File: src/rtl/stream_packer_if.sv
// ---------------------------------------------------------------------------
// stream_packer_if
// Bundles both handshakes of the width-converting packer.
//   Narrow side : in_valid, in_data[DATA_WIDTH], in_last  -> packer
//                 in_ready                                <- packer
//   Wide side   : out_valid, out_data[DATA_WIDTH*RATIO],
//                 out_count[CW], out_last                 <- packer
//                 out_ready                               -> packer
// Modports:
//   slave  - the packer itself
//   master - whoever drives the narrow stream and consumes the wide stream
// ---------------------------------------------------------------------------
interface stream_packer_if #(
  parameter int DATA_WIDTH = 32,
  parameter int RATIO      = 4
);
  localparam int CW = $clog2(RATIO) + 1;

  logic                          in_valid;
  logic [DATA_WIDTH-1:0]         in_data;
  logic                          in_last;
  logic                          in_ready;
  logic                          out_valid;
  logic [DATA_WIDTH*RATIO-1:0]   out_data;
  logic [CW-1:0]                 out_count;
  logic                          out_last;
  logic                          out_ready;

  modport slave (
    input  in_valid, in_data, in_last, out_ready,
    output in_ready, out_valid, out_data, out_count, out_last
  );

  modport master (
    output in_valid, in_data, in_last, out_ready,
    input  in_ready, out_valid, out_data, out_count, out_last
  );
endinterface

File: src/rtl/stream_packer.sv
// ---------------------------------------------------------------------------
// stream_packer
// Packs RATIO consecutive DATA_WIDTH input words into one wide output word.
// An input word flagged in_last closes the wide word early; the number of
// valid lanes is reported on out_count and unused upper lanes are zero.
// Ports:
//   clk  - clock, rising edge
//   rst  - asynchronous reset, active low
//   bus  - stream_packer_if.slave carrying both handshakes
// A single register holds the word under assembly and, once complete, the
// word being presented, so in_ready drops only while a finished word is
// stalled by the consumer.
// ---------------------------------------------------------------------------
module stream_packer #(
  parameter int DATA_WIDTH = 32,
  parameter int RATIO      = 4
) (
  input  logic            clk,
  input  logic            rst,
  stream_packer_if.slave  bus
);
  localparam int CW = $clog2(RATIO) + 1;
  localparam int IW = (RATIO > 1) ? $clog2(RATIO) : 1;
  localparam int WW = DATA_WIDTH * RATIO;
  localparam logic [IW-1:0] LAST_LANE = IW'(RATIO - 1);

  logic          r_valid;
  logic          r_last;
  logic [WW-1:0] r_data;
  logic [CW-1:0] r_count;
  logic [IW-1:0] r_idx;

  logic          w_in_ready;
  logic          w_accept;
  logic          w_take;
  logic [IW-1:0] w_lane;
  logic          w_complete;
  logic [WW-1:0] w_data_next;

  // Combinational ready: a stalled complete word is the only reason to block.
  assign w_in_ready = ~r_valid | bus.out_ready;
  assign w_accept   = bus.in_valid & w_in_ready;
  assign w_take     = r_valid & bus.out_ready;

  // Accepting while r_valid implies the held word is draining on this edge,
  // so the new beat starts a fresh word in lane 0.
  assign w_lane     = r_valid ? '0 : r_idx;
  assign w_complete = (w_lane == LAST_LANE) | bus.in_last;

  genvar gi;
  generate
    for (gi = 0; gi < RATIO; gi++) begin : g_lane
      assign w_data_next[gi*DATA_WIDTH +: DATA_WIDTH] =
        (w_lane == IW'(gi)) ? bus.in_data :
        (r_valid ? '0 : r_data[gi*DATA_WIDTH +: DATA_WIDTH]);
    end
  endgenerate

  always_ff @(posedge clk or negedge rst) begin
    if (!rst) begin
      r_valid <= 1'b0;
      r_last  <= 1'b0;
      r_data  <= '0;
      r_count <= '0;
      r_idx   <= '0;
    end else if (w_accept) begin
      r_data <= w_data_next;
      if (w_complete) begin
        r_valid <= 1'b1;
        r_count <= CW'(w_lane) + CW'(1);
        r_last  <= bus.in_last;
        r_idx   <= '0;
      end else begin
        r_valid <= 1'b0;
        r_count <= '0;
        r_last  <= 1'b0;
        r_idx   <= w_lane + IW'(1);
      end
    end else if (w_take) begin
      r_valid <= 1'b0;
      r_data  <= '0;
      r_count <= '0;
      r_last  <= 1'b0;
    end
  end

  assign bus.in_ready  = w_in_ready;
  assign bus.out_valid = r_valid;
  assign bus.out_data  = r_data;
  assign bus.out_count = r_count;
  assign bus.out_last  = r_last;
endmodule

File: src/flat_wrapper.sv
// flat-port wrapper written by rule: the top's interface ports become plain ports
module stream_packer_flat 
#(
  parameter int DATA_WIDTH = 32,
  parameter int RATIO      = 4
)
  (clk, rst, bus_in_valid, bus_in_data, bus_in_last, bus_out_ready, bus_in_ready, bus_out_valid, bus_out_data, bus_out_count, bus_out_last);
  stream_packer_if #(.DATA_WIDTH(DATA_WIDTH), .RATIO(RATIO)) bus_i ();
  input  logic clk;
  input  logic rst;
  input wire logic [$bits(bus_i.in_valid)-1:0] bus_in_valid;
  input wire logic [$bits(bus_i.in_data)-1:0] bus_in_data;
  input wire logic [$bits(bus_i.in_last)-1:0] bus_in_last;
  input wire logic [$bits(bus_i.out_ready)-1:0] bus_out_ready;
  output wire logic [$bits(bus_i.in_ready)-1:0] bus_in_ready;
  output wire logic [$bits(bus_i.out_valid)-1:0] bus_out_valid;
  output wire logic [$bits(bus_i.out_data)-1:0] bus_out_data;
  output wire logic [$bits(bus_i.out_count)-1:0] bus_out_count;
  output wire logic [$bits(bus_i.out_last)-1:0] bus_out_last;
  assign bus_i.in_valid = bus_in_valid;
  assign bus_i.in_data = bus_in_data;
  assign bus_i.in_last = bus_in_last;
  assign bus_i.out_ready = bus_out_ready;
  assign bus_in_ready = bus_i.in_ready;
  assign bus_out_valid = bus_i.out_valid;
  assign bus_out_data = bus_i.out_data;
  assign bus_out_count = bus_i.out_count;
  assign bus_out_last = bus_i.out_last;
  stream_packer #(.DATA_WIDTH(DATA_WIDTH), .RATIO(RATIO)) u_core (.clk(clk), .rst(rst), .bus(bus_i));
endmodule
File: config.mk
export PLATFORM = sky130hd
export DESIGN_NAME = stream_packer_flat
export DESIGN_NICKNAME = d
export VERILOG_FILES = /design/src/rtl/stream_packer_if.sv /design/src/rtl/stream_packer.sv /design/src/flat_wrapper.sv
export SDC_FILE = /design/constraint.sdc
export NUM_CORES = 1
export LEC_CHECK = 0
export BUFFER_PORTS_ARGS = -buffer_cell sky130_fd_sc_hd__buf_4
export CAP_MARGIN = 20
export CORE_MARGIN = 4
export CORE_UTILIZATION = 45
export CTS_BUF_LIST = sky130_fd_sc_hd__clkbuf_4 sky130_fd_sc_hd__clkbuf_8
export DETAILED_ROUTE_END_ITERATION = 12
export PLACE_DENSITY = 0.76
export SKIP_CTS_REPAIR_TIMING = 1
export SYNTH_ARGS = -nofsm -noshare
export SYNTH_HDL_FRONTEND = slang
export SYNTH_SLANG_ARGS = --single-unit
File: constraint.sdc
create_clock -name clk -period 3.3 [get_ports clk]
set_input_delay 0.33 -clock clk [delete_from_list [all_inputs] [get_ports clk]]
set_output_delay 0.33 -clock clk [all_outputs]
set_load 0.005 [all_outputs]
# Word level (Yosys, flattened, before mapping)
# Cells that the tools add are included.
[word_totals] ff_bits=135 latchBits=0 ram_bits=0 mem_bits_ro=0 input_bits=37 output_inout_bits=134 elab_cells=45 mem_count=0
[classes] n_addsub=2 multipliers=0 div=0 magnitude_cmp=0 n_eq_ne=7 shifts=0 mux=17 bitwise=5 reduce_logical=6
[ops] cell="2-to-1 mux 128 bit" count=2
[ops] cell="2-to-1 mux 32 bit" count=5
[ops] cell="!= test 3 x 2 -> 1 bit, second input constant" count=4
[ops] cell="2-to-1 mux 3 bit" count=3
[ops] cell="AND reduction 2 bit" count=4
[ops] cell="2-to-1 mux 1 bit" count=5
[ops] cell="equality test 2 bit, second input constant" count=2
[ops] cell="2-to-1 mux 2 bit" count=2
[ops] cell="adder 2 x 1 -> 3 bit, second input constant" count=1
[ops] cell="adder 2 x 1 -> 2 bit, second input constant" count=1
[ops] cell="bitwise AND 1 bit" count=2
[ops] cell="equality test 2 x 1 -> 1 bit, second input constant" count=1
[ops] cell="zero test 2 bit" count=1
[ops] cell="OR 1 bit" count=2
[ops] cell="nonzero test 2 bit" count=1
[ops] cell="NOT 1 bit" count=1

# Longest topological paths before layout
[logic_depth] ltp_word=5 ltp_mapped=8 depth_no_buf=6

# Worst setup path before layout
# OpenSTA, ideal clock, no wires.
[synth_path] path_type="reg-to-reg" start="register u_core.r_valid, in the netlist u_core.bus.out_valid" end="register u_core.r_data[64], in the netlist u_core.bus.out_data[64]" setup_time_ns=0.121 t_arrival_ns=1.560 t_required_ns=3.179 setup_slack_ns=1.619 path_stages_with_launch=8 path_buffers=2 period_less_slack_ns=1.681 cell_sequence="dfrtp_1 buf_2 nor2b_1 ha_1 nand2_1 o21a_1 buf_2 a22o_1"
[synth_via] elab_chain_len=5 word_cells_on_any_way=11 classes_between="2 x eq/ne; 3 x mux; 4 x bitwise; 2 x reduce/logical"
[synth_rtl] element="from (decl)" line="stream_packer.sv:27" source="logic r_valid;"
[synth_rtl] element="from (signal assigned)" line="stream_packer.sv:61" source="r_valid <= 1'b0;"
[synth_rtl] element="from (signal assigned)" line="stream_packer.sv:69" source="r_valid <= 1'b1;"
[synth_rtl] element="from (signal assigned)" line="stream_packer.sv:74" source="r_valid <= 1'b0;"
[synth_rtl] element="NOT 1 bit" line="stream_packer.sv:41" source="assign w_in_ready = ~r_valid | bus.out_ready;"
[synth_rtl] element="OR 1 bit" line="stream_packer.sv:41"
[synth_rtl] element="bitwise AND 1 bit" line="stream_packer.sv:42" source="assign w_accept = bus.in_valid & w_in_ready;"
[synth_rtl] element="!= test 3 x 2 -> 1 bit (no source line) / nonzero test 2 bit (equally long branches)"
[synth_rtl] element="AND reduction 2 bit (no source line)"
[synth_rtl] element="to (signal assigned)" line="stream_packer.sv:67" source="r_data <= w_data_next;"
[synth_rtl] element="to (decl)" line="stream_packer.sv:29" source="logic [WW-1:0] r_data;"
# Several ways; a longest one is shown, not always the timed one.
# A chain may end at the register's enable or synchronous reset.

# Worst setup path in the final report
[layout_path] start="register u_core.r_valid, in the netlist u_core.bus.out_valid" end="register u_core.r_data[82], in the netlist u_core.bus.out_data[82]"
# Same word-level chain as after synthesis.

==> flow_metrics.tcl <==
set metrics [dict create \
    status "completed" \
    netlist-cell-type-count 34 \
    slew-limit-headroom_pct 29.5 \
    rows 38 \
    ys_seq_elements 135 \
    finClkSkew_ns 0.0101 \
    dieArea_mm2 0.0128 \
    yosysWarningCount 0 \
    fin_ws_ns 1.09 \
    hold_depth 2 \
    ant_nets 0 \
    cts_buffer_depth 2 \
    die_x_um 113 \
    synth_top_area_cell "dfrtp_1" \
    grt_start_max_net_pins 82 \
    track_usage_pct 22.4 \
    syn_to_final_growth_pct 35.7 \
    grt_pass1_wl_um 22100 \
    clock.fmax_mhz 452 \
    hold_path_class "in -> reg" \
    ys_seq_area_share_pct 67.7 \
    vias_per_cell 5.83 \
    setup_viol 0 \
    fp.dieH_um 113 \
    worstSetupPathType "reg -> reg" \
    cts_root_buffer "clkbuf_8" \
    layout.cells.non_filler 654 \
    startpoint "u_core.bus.out_valid" \
    timing.rr.end "u_core.bus.out_data[82]" \
    slew_violations 0 \
    drive_above_1_share_pct 42.0 \
    p_per_area_mw_per_mm2 663 \
    place_ws_ns 1.11 \
    port_buffers 170 \
    min_period_ns 2.21 \
    cts_tree "yes" \
    rsz0062_at_grt "false" \
    cellLeakagePower_nw 3.53 \
    hold_start "bus_in_data[3]" \
    syn_area_per_cell_um2 15.0 \
    dp_hpwl_um 9300 \
    start_util_pct 46.0 \
    finalNetCount 542 \
    r2r-start "u_core.bus.out_valid" \
    via_count 3815 \
    detail_route.wl_per_cell_um 21.8 \
    r2r_setup_slack_ns 1.09 \
    grt_pass1_vias 3936 \
    vdd_drop_max_uv 312 \
    drc 0 \
    crit_required_ns 3.67 \
    reg2reg_depth 6 \
    synthesis.nets 372 \
    hold_violations 0 \
    netlist_instances 333 \
    critPathLaunchType "flop" \
    drt-total-wl_um 14200 \
    placedCellCount 622 \
    drt_iter0_markers 275 \
    clk_pin_slew_ns 0.07 \
    firstDrtPassIters 4 \
    place_congestion 0.845 \
    grt-ovfl-total 0 \
    tightest_slew_ns 1.06 \
    clk_latency_ns 0.43 \
    antenna_found_initial 0 \
    core-area_mm2 0.0108 \
    synth.top_cell.area_share_pct 67.7 \
    antennaDiodeCount 0 \
    hold_end "u_core.bus.out_data[3]" \
    max-cap-violations 0 \
    synthTopCellsByArea "dfrtp_1, a22o_1, buf_2" \
    worstSetupEndpointType "flop" \
    fin_crit_sh_pct 67.1 \
    cts-buffers-inserted 17 \
    crit_fanout 18 \
    htreeDepth 4 \
    setup_tns_ns 0 \
    syn_area_mm2 0.00499 \
    io_pins 171 \
    cts_sinks 135 \
    arrival_ns 2.58 \
]
==> metrics by stage <==
| stage | hold WS, ns | instance area [µm²] | total power [W] | util (%) |
|---|---|---|---|---|
| floorplan | 0.0344 | 4990 | 0.00252 | - |
| global placement | 0.484 | 6340 | 0.00315 | 58.5 |
| detailed placement | 0.484 | 6340 | 0.00317 | 58.5 |
| CTS | 0.0981 | 6730 | 0.00452 | 62.1 |
| global route | 0.131 | 6770 | 0.00470 | 62.4 |
| finish | 0.155 | 6770 | 0.00449 | 62.4 |
==> layout make-up <==
| class | instances | area, µm² |
|---|---|---|
| Clock buffer | 23 | 298 |
| Timing Repair Buffer | 179 | 1390 |
| Fill cell | 859 | 4070 |
| Clock inverter | 7 | 95.1 |
| Multi-Input combinational cell | 165 | 1410 |
| Sequential cell | 135 | 3380 |
| Inverter | 5 | 18.8 |
| Tap cell | 140 | 175 |
==> registers in the layout, indices dropped and copies added, names as in the netlist <==
name	flops
u_core.bus.out_data	128
u_core.r_idx	2
u_core.bus.out_last	1
u_core.bus.out_valid	1
u_core.bus.out_count	3
==> critical path: stages, from the launching register on <==
cell	delay (ns)
dfrtp_1	0.55
nor2b_1	0.34
ha_1	0.21
nand2_1	0.07
nor2_2	0.58
buf_12	0.24
a22o_1	0.15
==> report_power, final <==
part,internal [W],total [W],switching [W],leakage [nW]
Combinational,0.000583,0.000998,0.000415,1.52
Clock,0.000750,0.00134,0.000595,0.202
Sequential,0.00193,0.00215,0.000216,1.81
==> how the worst max path moves through the flow <==
stage                               to  slack, ns  cells after the start
2_1_floorplan  u_core.bus.out_data[64]       1.62                      7
3_3_place_gp   u_core.bus.out_data[58]       1.18                      6
3_5_place_dp   u_core.bus.out_data[72]       1.11                      6
4_1_cts        u_core.bus.out_data[75]       1.05                      6
5_1_grt        u_core.bus.out_data[48]       0.90                      6
6_report       u_core.bus.out_data[82]       1.09                      6
==> per-layer routing <==
layer / up-vias / share of wire, % / global-route usage, % / wire length [µm]
li1: 1623 / - / - / -
met1: 1997 / 43 / 30.9 / 6070
met2: 177 / 49 / 34.4 / 6910
met3: 18 / 7.7 / 6.63 / 1090
met4: 0 / 1.2 / 6.97 / 177
met5: - / 0 / 0 / 0
==> cells in the mapped netlist <==
cell and number:
ha_1 2, nand3_1 2, buf_6 6, o21ai_1 1, nor2_2 2, a21oi_1 2
nand2b_2 1, o32ai_4 1, nand2_1 5, nand2_2 1, o31a_1 1, buf_4 2
dfrtp_1 135, nor2b_1 1, a21oi_4 1, o21a_1 2, a22o_1 128, and2_1 1
nor3_1 1, inv_1 4, a31oi_1 1, nand2b_1 2, and4b_1 1, nor2b_2 1
a31o_1 1, mux2_1 1, inv_2 1, a221o_1 1, a211oi_1 1, a221oi_1 1
o22ai_1 1, buf_2 20, o31ai_1 1, o211ai_1 1
==> cell usage in the layout (no fill, tap or decap), drive strengths merged, types with 2 or more instances in the layout <==
cell / synthesis / layout
clkinv: 0 / 3
nand3: 2 / 2
nor2: 2 / 2
ha: 2 / 2
nor2b: 2 / 2
a22o: 128 / 128
bufinv: 0 / 2
inv: 5 / 6
clkbuf: 0 / 23
nand2: 6 / 6
a21oi: 3 / 3
nand2b: 3 / 3
o21a: 2 / 2
buf: 28 / 178
dfrtp: 135 / 135
==> cells by family after synthesis <==
kind of cell | Yosys count | synth area share (%)
compound gates | 144 | 25.4
simple gates | 18 | 2.11
flops | 135 | 67.7
buf+inv | 33 | 4.04
mux | 1 | 0.226
fa+ha+maj | 2 | 0.502
(Power assumes the default switching activity.)
